<file path="config.mk">
export PLATFORM = sky130hd
export DESIGN_NAME = vga_timing_gen
export DESIGN_NICKNAME = d
export VERILOG_FILES = /design/src/rtl/vga_timing_gen.sv
export SDC_FILE = /design/constraint.sdc
export NUM_CORES = 1
export LEC_CHECK = 0
export BUFFER_PORTS_ARGS = -buffer_cell sky130_fd_sc_hd__buf_2
export CAP_MARGIN = 20
export CORE_MARGIN = 8
export CORE_UTILIZATION = 55
export DETAILED_ROUTE_END_ITERATION = 7
export PLACE_DENSITY = 0.77
export SYNTH_ARGS = -nofsm -noshare
export SYNTH_HDL_FRONTEND = slang
export SYNTH_SLANG_ARGS = --single-unit
</file>
<file path="constraint.sdc">
create_clock -name clk -period 5.3 [get_ports clk]
set_input_delay 0.265 -clock clk [delete_from_list [all_inputs] [get_ports clk]]
set_output_delay 0.265 -clock clk [all_outputs]
set_load 0.01 [all_outputs]
</file>
<file path="src/rtl/vga_timing_gen.sv">
// Raster timing generator: position counters, active-video/sync decode, line and frame
// strobes, frame counter, plus a fixed-length delay line that aligns de/hs/vs to the pixel pipeline.
module vga_timing_gen #(
    parameter int H_ACTIVE = 640,
    parameter int H_FP     = 16,
    parameter int H_SYNC   = 96,
    parameter int H_BP     = 48,
    parameter int V_ACTIVE = 480,
    parameter int V_FP     = 10,
    parameter int V_SYNC   = 2,
    parameter int V_BP     = 33,
    parameter bit HS_POL   = 1'b0,
    parameter bit VS_POL   = 1'b0,
    parameter int PIPE     = 2
) (
    input  logic       clk,
    input  logic       rst,
    input  logic       en,
    output logic [9:0] hpos,
    output logic [9:0] vpos,
    output logic       de,
    output logic       hs,
    output logic       vs,
    output logic       line_start,
    output logic       frame_start,
    output logic [7:0] frame_cnt,
    output logic       de_d,
    output logic       hs_d,
    output logic       vs_d
);

    localparam int H_TOTAL = H_ACTIVE + H_FP + H_SYNC + H_BP;
    localparam int V_TOTAL = V_ACTIVE + V_FP + V_SYNC + V_BP;

    localparam logic [9:0]  H_LAST   = 10'(H_TOTAL - 1);
    localparam logic [9:0]  V_LAST   = 10'(V_TOTAL - 1);
    localparam logic [10:0] H_ACT    = 11'(H_ACTIVE);
    localparam logic [10:0] V_ACT    = 11'(V_ACTIVE);
    localparam logic [10:0] HS_START = 11'(H_ACTIVE + H_FP);
    localparam logic [10:0] HS_END   = 11'(H_ACTIVE + H_FP + H_SYNC);
    localparam logic [10:0] VS_START = 11'(V_ACTIVE + V_FP);
    localparam logic [10:0] VS_END   = 11'(V_ACTIVE + V_FP + V_SYNC);

    if (H_TOTAL > 1024 || V_TOTAL > 1024) begin : g_bad_total
        $error("vga_timing_gen: H_TOTAL and V_TOTAL must not exceed 1024");
    end
    if (PIPE < 0 || PIPE > 4) begin : g_bad_pipe
        $error("vga_timing_gen: PIPE must be in 0..4");
    end

    logic [9:0] hpos_q, hpos_d;
    logic [9:0] vpos_q, vpos_d;
    logic       vid_q, vid_d;
    logic       hsync_q, hsync_d;
    logic       vsync_q, vsync_d;
    logic       line_q, line_d;
    logic       frame_q, frame_d;
    logic [7:0] fcnt_q, fcnt_d;

    // Decode from the next position so the registered flags line up with hpos/vpos.
    always_comb begin
        hpos_d = hpos_q;
        vpos_d = vpos_q;
        if (en) begin
            if (hpos_q == H_LAST) begin
                hpos_d = '0;
                vpos_d = (vpos_q == V_LAST) ? '0 : vpos_q + 10'd1;
            end else begin
                hpos_d = hpos_q + 10'd1;
            end
        end
        vid_d   = ({1'b0, hpos_d} < H_ACT) && ({1'b0, vpos_d} < V_ACT);
        hsync_d = (({1'b0, hpos_d} >= HS_START) && ({1'b0, hpos_d} < HS_END)) ? HS_POL : ~HS_POL;
        vsync_d = (({1'b0, vpos_d} >= VS_START) && ({1'b0, vpos_d} < VS_END)) ? VS_POL : ~VS_POL;
        line_d  = en && (hpos_d == 10'd0);
        frame_d = line_d && (vpos_d == 10'd0);
        fcnt_d  = fcnt_q + {7'd0, frame_d};
    end

    always_ff @(posedge clk or posedge rst) begin
        if (rst) begin
            hpos_q  <= H_LAST;
            vpos_q  <= V_LAST;
            vid_q   <= 1'b0;
            hsync_q <= ~HS_POL;
            vsync_q <= ~VS_POL;
            line_q  <= 1'b0;
            frame_q <= 1'b0;
            fcnt_q  <= 8'd0;
        end else begin
            hpos_q  <= hpos_d;
            vpos_q  <= vpos_d;
            vid_q   <= vid_d;
            hsync_q <= hsync_d;
            vsync_q <= vsync_d;
            line_q  <= line_d;
            frame_q <= frame_d;
            fcnt_q  <= fcnt_d;
        end
    end

    assign hpos        = hpos_q;
    assign vpos        = vpos_q;
    assign de          = vid_q;
    assign hs          = hsync_q;
    assign vs          = vsync_q;
    assign line_start  = line_q;
    assign frame_start = frame_q;
    assign frame_cnt   = fcnt_q;

    // The delay line runs on every clk, regardless of en, to track the downstream pipeline.
    if (PIPE == 0) begin : g_nopipe
        assign de_d = vid_q;
        assign hs_d = hsync_q;
        assign vs_d = vsync_q;
    end else begin : g_pipe
        logic [2:0] pipe_q [PIPE];

        always_ff @(posedge clk or posedge rst) begin
            if (rst) begin
                for (int i = 0; i < PIPE; i++) begin
                    pipe_q[i] <= {1'b0, ~HS_POL, ~VS_POL};
                end
            end else begin
                pipe_q[0] <= {vid_q, hsync_q, vsync_q};
                for (int i = 1; i < PIPE; i++) begin
                    pipe_q[i] <= pipe_q[i-1];
                end
            end
        end

        assign de_d = pipe_q[PIPE-1][2];
        assign hs_d = pipe_q[PIPE-1][1];
        assign vs_d = pipe_q[PIPE-1][0];
    end

endmodule

</file>
# Yosys cells after proc, flatten, opt, wreduce, memory -nomap -nowiden
# Cells that the tools add are included.
[totals]
register_bits = 39
output_inout_bits = 36
elab_cells = 35
[op_classes]
addsub = 3
n_lt_le_gt_ge = 6
eq_ne = 2
muxes = 7
n_reduce_logical = 7
[ops]
columns = ["cell", "count"]
rows = [
  ["2-to-1 mux 10 bit", 5],
  ["adder 10 x 1 -> 10 bit, second input constant", 2],
  ["equality test 10 bit, second input constant", 2],
  ["logical NOT 10 bit", 2],
  ["less-than comparator 10 bit, second input constant", 2],
  ["less-than comparator 10 x 9 -> 1 bit, second input constant", 2],
  ["greater-or-equal comparator 10 bit, second input constant", 1],
  ["greater-or-equal comparator 10 x 9 -> 1 bit, second input constant", 1],
  ["adder 8 x 1 -> 8 bit", 1],
  ["logical AND 1 bit", 5],
  ["2-to-1 mux 1 bit", 2],
]

# Logic depth before layout (Yosys ltp)
# Gate-level depths: netlist of the first run.
[depth]
depth_word = 7
ltp_mapped = 13
mapped_depth_nobuf = 13

# Least setup slack after synthesis of the first run
# OpenSTA, ideal clock, no wires.
[synth_path]
path_type = "reg2reg"
startpoint = "register hpos_q[0], in the netlist hpos[0]"
endpoint = "register fcnt_q[6], in the netlist frame_cnt[6]"
arrival_time_ps = 3184
required_time_ps = 5175
path_slack_ps = 1990
stages_incl_launch_ff = 13
n_path_buf = 0
period_less_slack_ps = 3310
cell_sequence = "dfstp_2 > ha_1 > nand2_1 > or4_4 > or4_1 > o311ai_0 > a21oi_1 > and4bb_2 > ha_1 > ha_1 > and3_1 > nand3_1 > xnor2_1"
[synth_between]
elab_chain_cells = 7
word_cells_on_any_way = 11
cone_classes = "add/sub: 2; eq/ne: 1; mux: 4; reduce/logical: 4"
[synth_lines]
columns = ["element", "line_no", "text"]
rows = [
  ["from (decl)", "51", "logic [9:0] hpos_q, hpos_d;"],
  ["from (signal assigned)", "91", "hpos_q <= hpos_d;"],
  ["adder 10 x 1 -> 10 bit or equality test 10 bit (tied branches)", "69, 65", ""],
  ["2-to-1 mux 10 bit", "65", "if (hpos_q == H_LAST) begin"],
  ["2-to-1 mux 10 bit", "64", "if (en) begin"],
  ["logical NOT 10 bit", "75", "line_d = en && (hpos_d == 10'd0);"],
  ["logical AND 1 bit", "75", ""],
  ["logical AND 1 bit *", "76", "frame_d = line_d && (vpos_d == 10'd0);"],
  ["via frame_d", "57", "logic frame_q, frame_d;"],
  ["adder 8 x 1 -> 8 bit *", "77", "fcnt_d = fcnt_q + {7'd0, frame_d};"],
  ["via fcnt_d[6]", "58", "logic [7:0] fcnt_q, fcnt_d;"],
  ["to (signal assigned)", "98", "fcnt_q <= fcnt_d;"],
  ["to (decl)", "58", ""],
]
# Mark *: on every way through the listed nets, which the timed path passes. The rest lies on a longest branch.

# Worst setup path after layout of the first run
# Ends and elaborated chain as after synthesis.

==> results of run 1 <==
layout by cell type (no fill, tap or decap), drive strengths merged, types with 3 or more instances in the layout:
| cell type | n |
|---|---|
| a21oi | 3 |
| and3 | 6 |
| and4 | 4 |
| buf | 39 |
| clkbuf | 6 |
| dfrtp | 23 |
| dfstp | 16 |
| ha | 5 |
| inv | 11 |
| nand2 | 17 |
| nand3 | 8 |
| nand4 | 7 |
| nor2 | 14 |
| nor3 | 3 |
| o21ai | 11 |
| or4 | 5 |
| xnor2 | 14 |
| xor2 | 7 |
routing by layer:
metal  wire length (um)  track usage  up-vias
met5                  0            0        -
met3                246      0.04835        6
met1               1988       0.2036      771
met4                 54      0.05385        0
met2               2079       0.2348       50
li1                   -            -      763
worst max-delay path: cells and delay by family (launching register included):
family / cells / cell delay (ps)
XOR/XNOR: 1 / 110
AO/OA/AOI/OAI: 3 / 800
adder cells (fa/ha/maj): 3 / 640
AND/OR/NAND/NOR: 5 / 1640
flip-flops: 1 / 600
power by group:
part,total (uW),switching [uW],internal [uW]
Combinational,168,93.6,74.8
Clock,246,98.7,147
Sequential,405,63.8,341
flip-flops by register name, summed over array words and instances (netlist names):
name and count:
vs 1, frame_cnt 8, frame_start 1, vpos 10, g_pipe.pipe_q 3, vs_d 1
de_d 1, hs_d 1, hpos 10, hs 1, line_start 1, de 1
final cells by class:
class / instances / area [um2]
repair buffers: 39 / 197.7
well taps: 48 / 60.06
clock inverters: 2 / 60.06
multi-input cells: 133 / 937.1
flip-flops and latches: 39 / 996.0
clock buffers: 6 / 41.29
inverters: 11 / 41.29
fillers: 299 / 1245
metrics by stage:
stage | util | power [uW]
after floorplan | - | 525.7
after CTS | 0.6521 | 828.2
after global routing | 0.6521 | 862.8
final | 0.6521 | 818.8
after detailed placement | 0.6238 | 577.2
after global placement | 0.6238 | 575.0
worst max path at each step:
stage	from	slack, ps	to	cells after the start
after global placement	hpos[0]	1650	frame_cnt[6]	12
after global routing	hpos[0]	1110	frame_cnt[6]	12
after detailed placement	hpos[0]	1480	frame_cnt[6]	12
after CTS	hpos[0]	1430	frame_cnt[6]	12
after floorplan	hpos[0]	1990	frame_cnt[6]	12
final	hpos[0]	1450	frame_cnt[6]	12
cells by family (layout without fill, tap and decap cells):
family,Yosys count,in the layout,synth area share
AO/OA/AOI/OAI,29,29,0.1066
adder cells (fa/ha/maj),5,5,0.03117
multiplexers,1,1,0.004988
XOR/XNOR,21,21,0.09165
buffers and inverters,18,58,0.03678
AND/OR/NAND/NOR,77,77,0.2325
flip-flops,39,39,0.4963
==> metrics.yaml, run 1 <==
global_route:
  track_usage: 0.1553
  grt_pass1_vias: 1571
  antenna_found_initial: 0
  grt_max_degree: 40
  gr-total-overflow: 0
  grt_pass1_wl_um: 7569
setup_path:
  cpMostUsedCell: "ha_1"
  rrSetupSlack_ps: 1450
  start_kind: "register"
  r2r_cells: 12
  critPathMaxFanout: 19
  cp_slowest_cell: "nor4_4"
  worstReg2RegEnd: "frame_cnt[6]"
  cp.arrival_ps: 4120
  r2r_start: "hpos[0]"
  crit_type: "register to register"
  slowest_delay_ps: 820
  worstSetupEndpointType: "register"
  crit_required_ps: 5570
  crit_path_cell_trace: "ha_1 > nand2_1 > nor4_4 > o21ai_0 > o211a_1 > o211ai_1 > and4bb_2 > ha_1 > ha_1 > and3_1 > nand3_1 > xnor2_1"
drt:
  detail-route-antenna-nets: 0
  routed-via-count: 1590
  avgViaCountPerCell: 5.719
  drcViolationCount: 0
  firstDrtPassIters: 4
  routed_wl_um: 4369
  drt_iter0_markers: 92
  wire_per_inst_um: 15.72
clock_tree:
  cts_resized: 0
  htree_levels: 2
  cts_tree: "built"
  clockRootBuffer: "clkbuf_4"
  worstSkewPairLatency_ps: 340
  postCtsHoldBufs: 0
  clk_pin_slew_ps: 110
  cts_buffers: 5
  cts_buffer_depth: 2
  clock-sinks: 39
  cts_setup_buffers: 0
floorplanning:
  start_util: 0.5608
  rows: 22
  core_area_um2: 3578
  dieHeight_um: 76.41
  die_w_um: 76.41
  dieArea_um2: 5838
  io_pins: 39
synth:
  synth_top_area_share: 0.2868
  synth_edf_count: 0
  yosys_most_used_dff: "dfrtp_1"
  synth_warnings: 0
  synth_top_area_cell: "dfrtp_1"
  synth_cell_type_count: 46
  yosysMostFrequentCell: "dfrtp_1"
  async_flop_share: 1.000
  synthesis.area_um2: 2007
  ys_seq_elements: 39
  netlist_instances: 190
  netlist_top_cells_area: "dfrtp_1 (29%), dfstp_2 (21%), xnor2_1 (6.1%)"
  synthTopCellsByCount: "dfrtp_1 (23), nand2_1 (17), dfstp_2 (16)"
  syn_avg_cell_area_um2: 10.56
  syn-num-nets: 198
  seq_area_frac_synth: 0.4963
final_layout:
  syn2layout_area_growth_pct: 16.27
  drive_above_1_share: 0.3000
  diodes: 0
  stdcell_count: 278
  design_area_um2: 2333
  nets: 237
sta:
  rsz0062_at_grt: "no"
  setup_violations: 0
  fmax_mhz: 260.0
  fin_worst_skew_ps: 6.663
  fin_crit_ps: 3846
  whs_ps: 11.38
  tightest_slew_ps: 901.0
  layout_setup_ws_ps: 1454
  hold_viol: 0
  slew_violations: 0
  fin_crit_sh: 0.7256
  finalSetupTns_ps: 0
  relSlewSlack: 0.3948
placed_design:
  dp_hpwl_um: 3165
  place_ws_ps: 1484
  dpl_cell_area_um2: 2232
  port_buffers: 38
  place_inst: 270
  place_congestion: 0.9072
pwr:
  pwr_density_cell_nw_per_um2: 350.9
  vdd_drop_max_mv: 0.2294
  leakagePower_uw: 0.001059
job:
  maxCapViolations: 0
min_path:
  hold_class: "primary input to async pin"
status:
  status: "finished, final reports clean"
(Power assumes the default switching activity.)
==> run 2, diff against run 1 <==
--- a/config.mk
+++ b/config.mk
@@ -8,9 +8,9 @@
 export BUFFER_PORTS_ARGS = -buffer_cell sky130_fd_sc_hd__buf_2
 export CAP_MARGIN = 20
 export CORE_MARGIN = 8
-export CORE_UTILIZATION = 55
+export CORE_UTILIZATION = 54
 export DETAILED_ROUTE_END_ITERATION = 7
-export PLACE_DENSITY = 0.77
+export PLACE_DENSITY = 0.76
 export SYNTH_ARGS = -nofsm -noshare
 export SYNTH_HDL_FRONTEND = slang
 export SYNTH_SLANG_ARGS = --single-unit
==> constraint.sdc (replaced) <==
create_clock -name clk -period 3.7 [get_ports clk]
set_input_delay 0.185 -clock clk [delete_from_list [all_inputs] [get_ports clk]]
set_output_delay 0.185 -clock clk [all_outputs]
set_load 0.01 [all_outputs]
==> run 2 against run 1 <==
Sequential share of layout area is 1.1 points lower. Largest power group unchanged. Global-route usage up 0.14 points. Utilization rose by 1.3 points. Critical endpoint unchanged. Register-to-register slack lost 1300 ps. Highest routed layer unchanged.
==> metrics.yaml, run 2 (synthesis results as in run 1) <==
status:
  status: "finished, final reports clean"
floorplanning:
  io_pins: 39  # unchanged
  die_w_um: 76.97  # +0.73%
  core_area_um2: 3606  # +0.77%
  start_util: 0.5566  # -0.004281
  dieHeight_um: 76.97  # +0.73%
  dieArea_um2: 5924  # +1.5%
  rows: 22  # unchanged
final_layout:
  multi_input_area_um2: 937.1  # unchanged
  final_common_cell: "buf_2"
  mostFrequentLayoutCells: "buf_2 (38), dfrtp_1 (23), nand2_1 (17), dfstp_2 (16)"
  design_area_um2: 2397  # +2.7%
  diodes: 0  # unchanged
  syn2layout_area_growth_pct: 19.45
  drive_above_1_share: 0.3178  # +0.01780
  n_fill_cell: 303  # +1.3%
  stdcell_count: 284  # +2.2%
  nets: 243  # +2.5%
  register_area_um2: 996.0  # unchanged
sta:
  fin_worst_skew_ps: 4.817  # -1.846 ps
  relSlewSlack: 0.6782  # +0.2834
  rsz0062_at_grt: "no"
  setup_violations: 0  # unchanged
  slew_violations: 0  # unchanged
  tightest_slew_ps: 477.6  # -423.4 ps
  fmax_mhz: 285.4  # +9.8%
  finalSetupTns_ps: 0  # unchanged
  hold_viol: 0  # unchanged
  fin_crit_sh: 0.9469  # +0.2213
  fin_crit_ps: 3504  # -342.1 ps
min_path:
  holdPathStages: 3
  hold_class: "primary input to register"
  hold_start: "en"
setup_path:
  crit_start: "hpos[0]"
  rrSetupSlack_ps: 200  # -1260 ps
  r2r_start: "hpos[0]"
  worstReg2RegEnd: "frame_cnt[6]"
  cp.arrival_ps: 3690  # -430 ps
  critPathMaxFanout: 8  # -11
  worstSetupEndpointType: "register"
  critPathCapture: "frame_cnt[6]"
  crit_required_ps: 3890  # -1680 ps
  crit_type: "register to register"
  r2r_cells: 12  # unchanged
  start_kind: "register"
drt:
  wire_per_inst_um: 15.99  # +1.7%
  drcViolationCount: 0  # unchanged
  routed_wl_um: 4541  # +3.9%
  firstDrtPassIters: 4  # unchanged
  drt_iter0_markers: 70  # -24%
  routed-via-count: 1596  # +0.38%
  detail-route-antenna-nets: 0  # unchanged
  avgViaCountPerCell: 5.620  # -1.7%
clock_tree:
  cts_setup_buffers: 0  # unchanged
  cts_resized: 0  # unchanged
  htree_levels: 2  # unchanged
  cts_buffers: 5  # unchanged
  cts_tree: "built"
  clk_pin_slew_ps: 80  # -30 ps
  cts_buffer_depth: 2  # unchanged
  clockRootBuffer: "clkbuf_8"
  worstSkewPairLatency_ps: 300  # -40 ps
  postCtsHoldBufs: 1  # +1
  clock-sinks: 39  # unchanged
job:
  maxCapViolations: 0  # unchanged
pwr:
  leakagePower_uw: 0.001096  # +3.5%
  vdd_drop_max_mv: 0.3456  # +51%
  power_uw: 1191  # +45%
  pwr_density_cell_nw_per_um2: 496.9  # +42%
placed_design:
  place_inst: 275  # +1.9%
  dpl_cell_area_um2: 2270  # +1.7%
  port_buffers: 38  # unchanged
  dp_hpwl_um: 3468  # +9.6%
  place_congestion: 0.8568  # -5.6%
global_route:
  gr-total-overflow: 0  # unchanged
  track_usage: 0.1567  # +0.001403
  antenna_found_initial: 0  # unchanged
  grt_pass1_vias: 1557  # -0.89%
  grt_max_degree: 28  # -30%
  grt_pass1_wl_um: 7624  # +0.73%
run 2: cell types whose count changed in the layout (fill, tap and decap cells not counted), sizes merged:
| cell | delta |
|---|---|
| buf | +5 |
| bufinv | -1 |
| clkinv | +1 |
| dlygate4sd3 | +1 |
run 2: worst min path at each step:
stage	slack, ps	endpoint
finish	230	hpos[0]
global route	260	hpos[1]
CTS	220	hpos[0]
detailed placement	210	de_d
global placement	200	frame_cnt[3]
floorplan	330	de_d
run 2: area by class of cell:
type / count / area share
Clock buffer: 6 / 0.03445
Tap cell: 48 / 0.02505
Multi-Input combinational cell: 133 / 0.3909
Clock inverter: 2 / 0.01461
Sequential cell: 39 / 0.4154
Timing Repair Buffer: 45 / 0.1023
Inverter: 11 / 0.01722
run 2: stage by stage:
step | hold slack, ps | util | worst slack, ps
finish | 229.4 | 0.6648 | 196.4
global route | 263.7 | 0.6648 | 21.32
CTS | 223.1 | 0.6648 | 170.0
detailed placement | 213.1 | 0.6294 | 182.6
global placement | 204.6 | 0.6294 | 312.7
floorplan | 331.2 | - | 390.3
run 2: power by group:
| part | switching (uW) | internal, uW |
|---|---|---|
| clock network | 153 | 218 |
| registers | 90.4 | 488 |
| logic | 132 | 109 |
| total | 376 | 815 |
run 2: routing by layer:
| metal | vias up | track usage | share of wire |
|---|---|---|---|
| met3 | 4 | 0.05594 | 0.068 |
| met5 | - | 0 | 0 |
| met2 | 46 | 0.2464 | 0.48 |
| met1 | 769 | 0.1959 | 0.45 |
| met4 | 0 | 0.04615 | 0.0075 |
| li1 | 777 | - | - |
run 2: worst max-delay path: stages (launching register included):
cell	delay, ps
dfstp_2	590
ha_1	210
nand2_1	210
or4_4	580
or4_1	470
o311ai_0	110
a21oi_1	110
and4bb_2	300
ha_1	190
ha_1	180
and3_1	200
nand3_1	100
xnor2_1	130
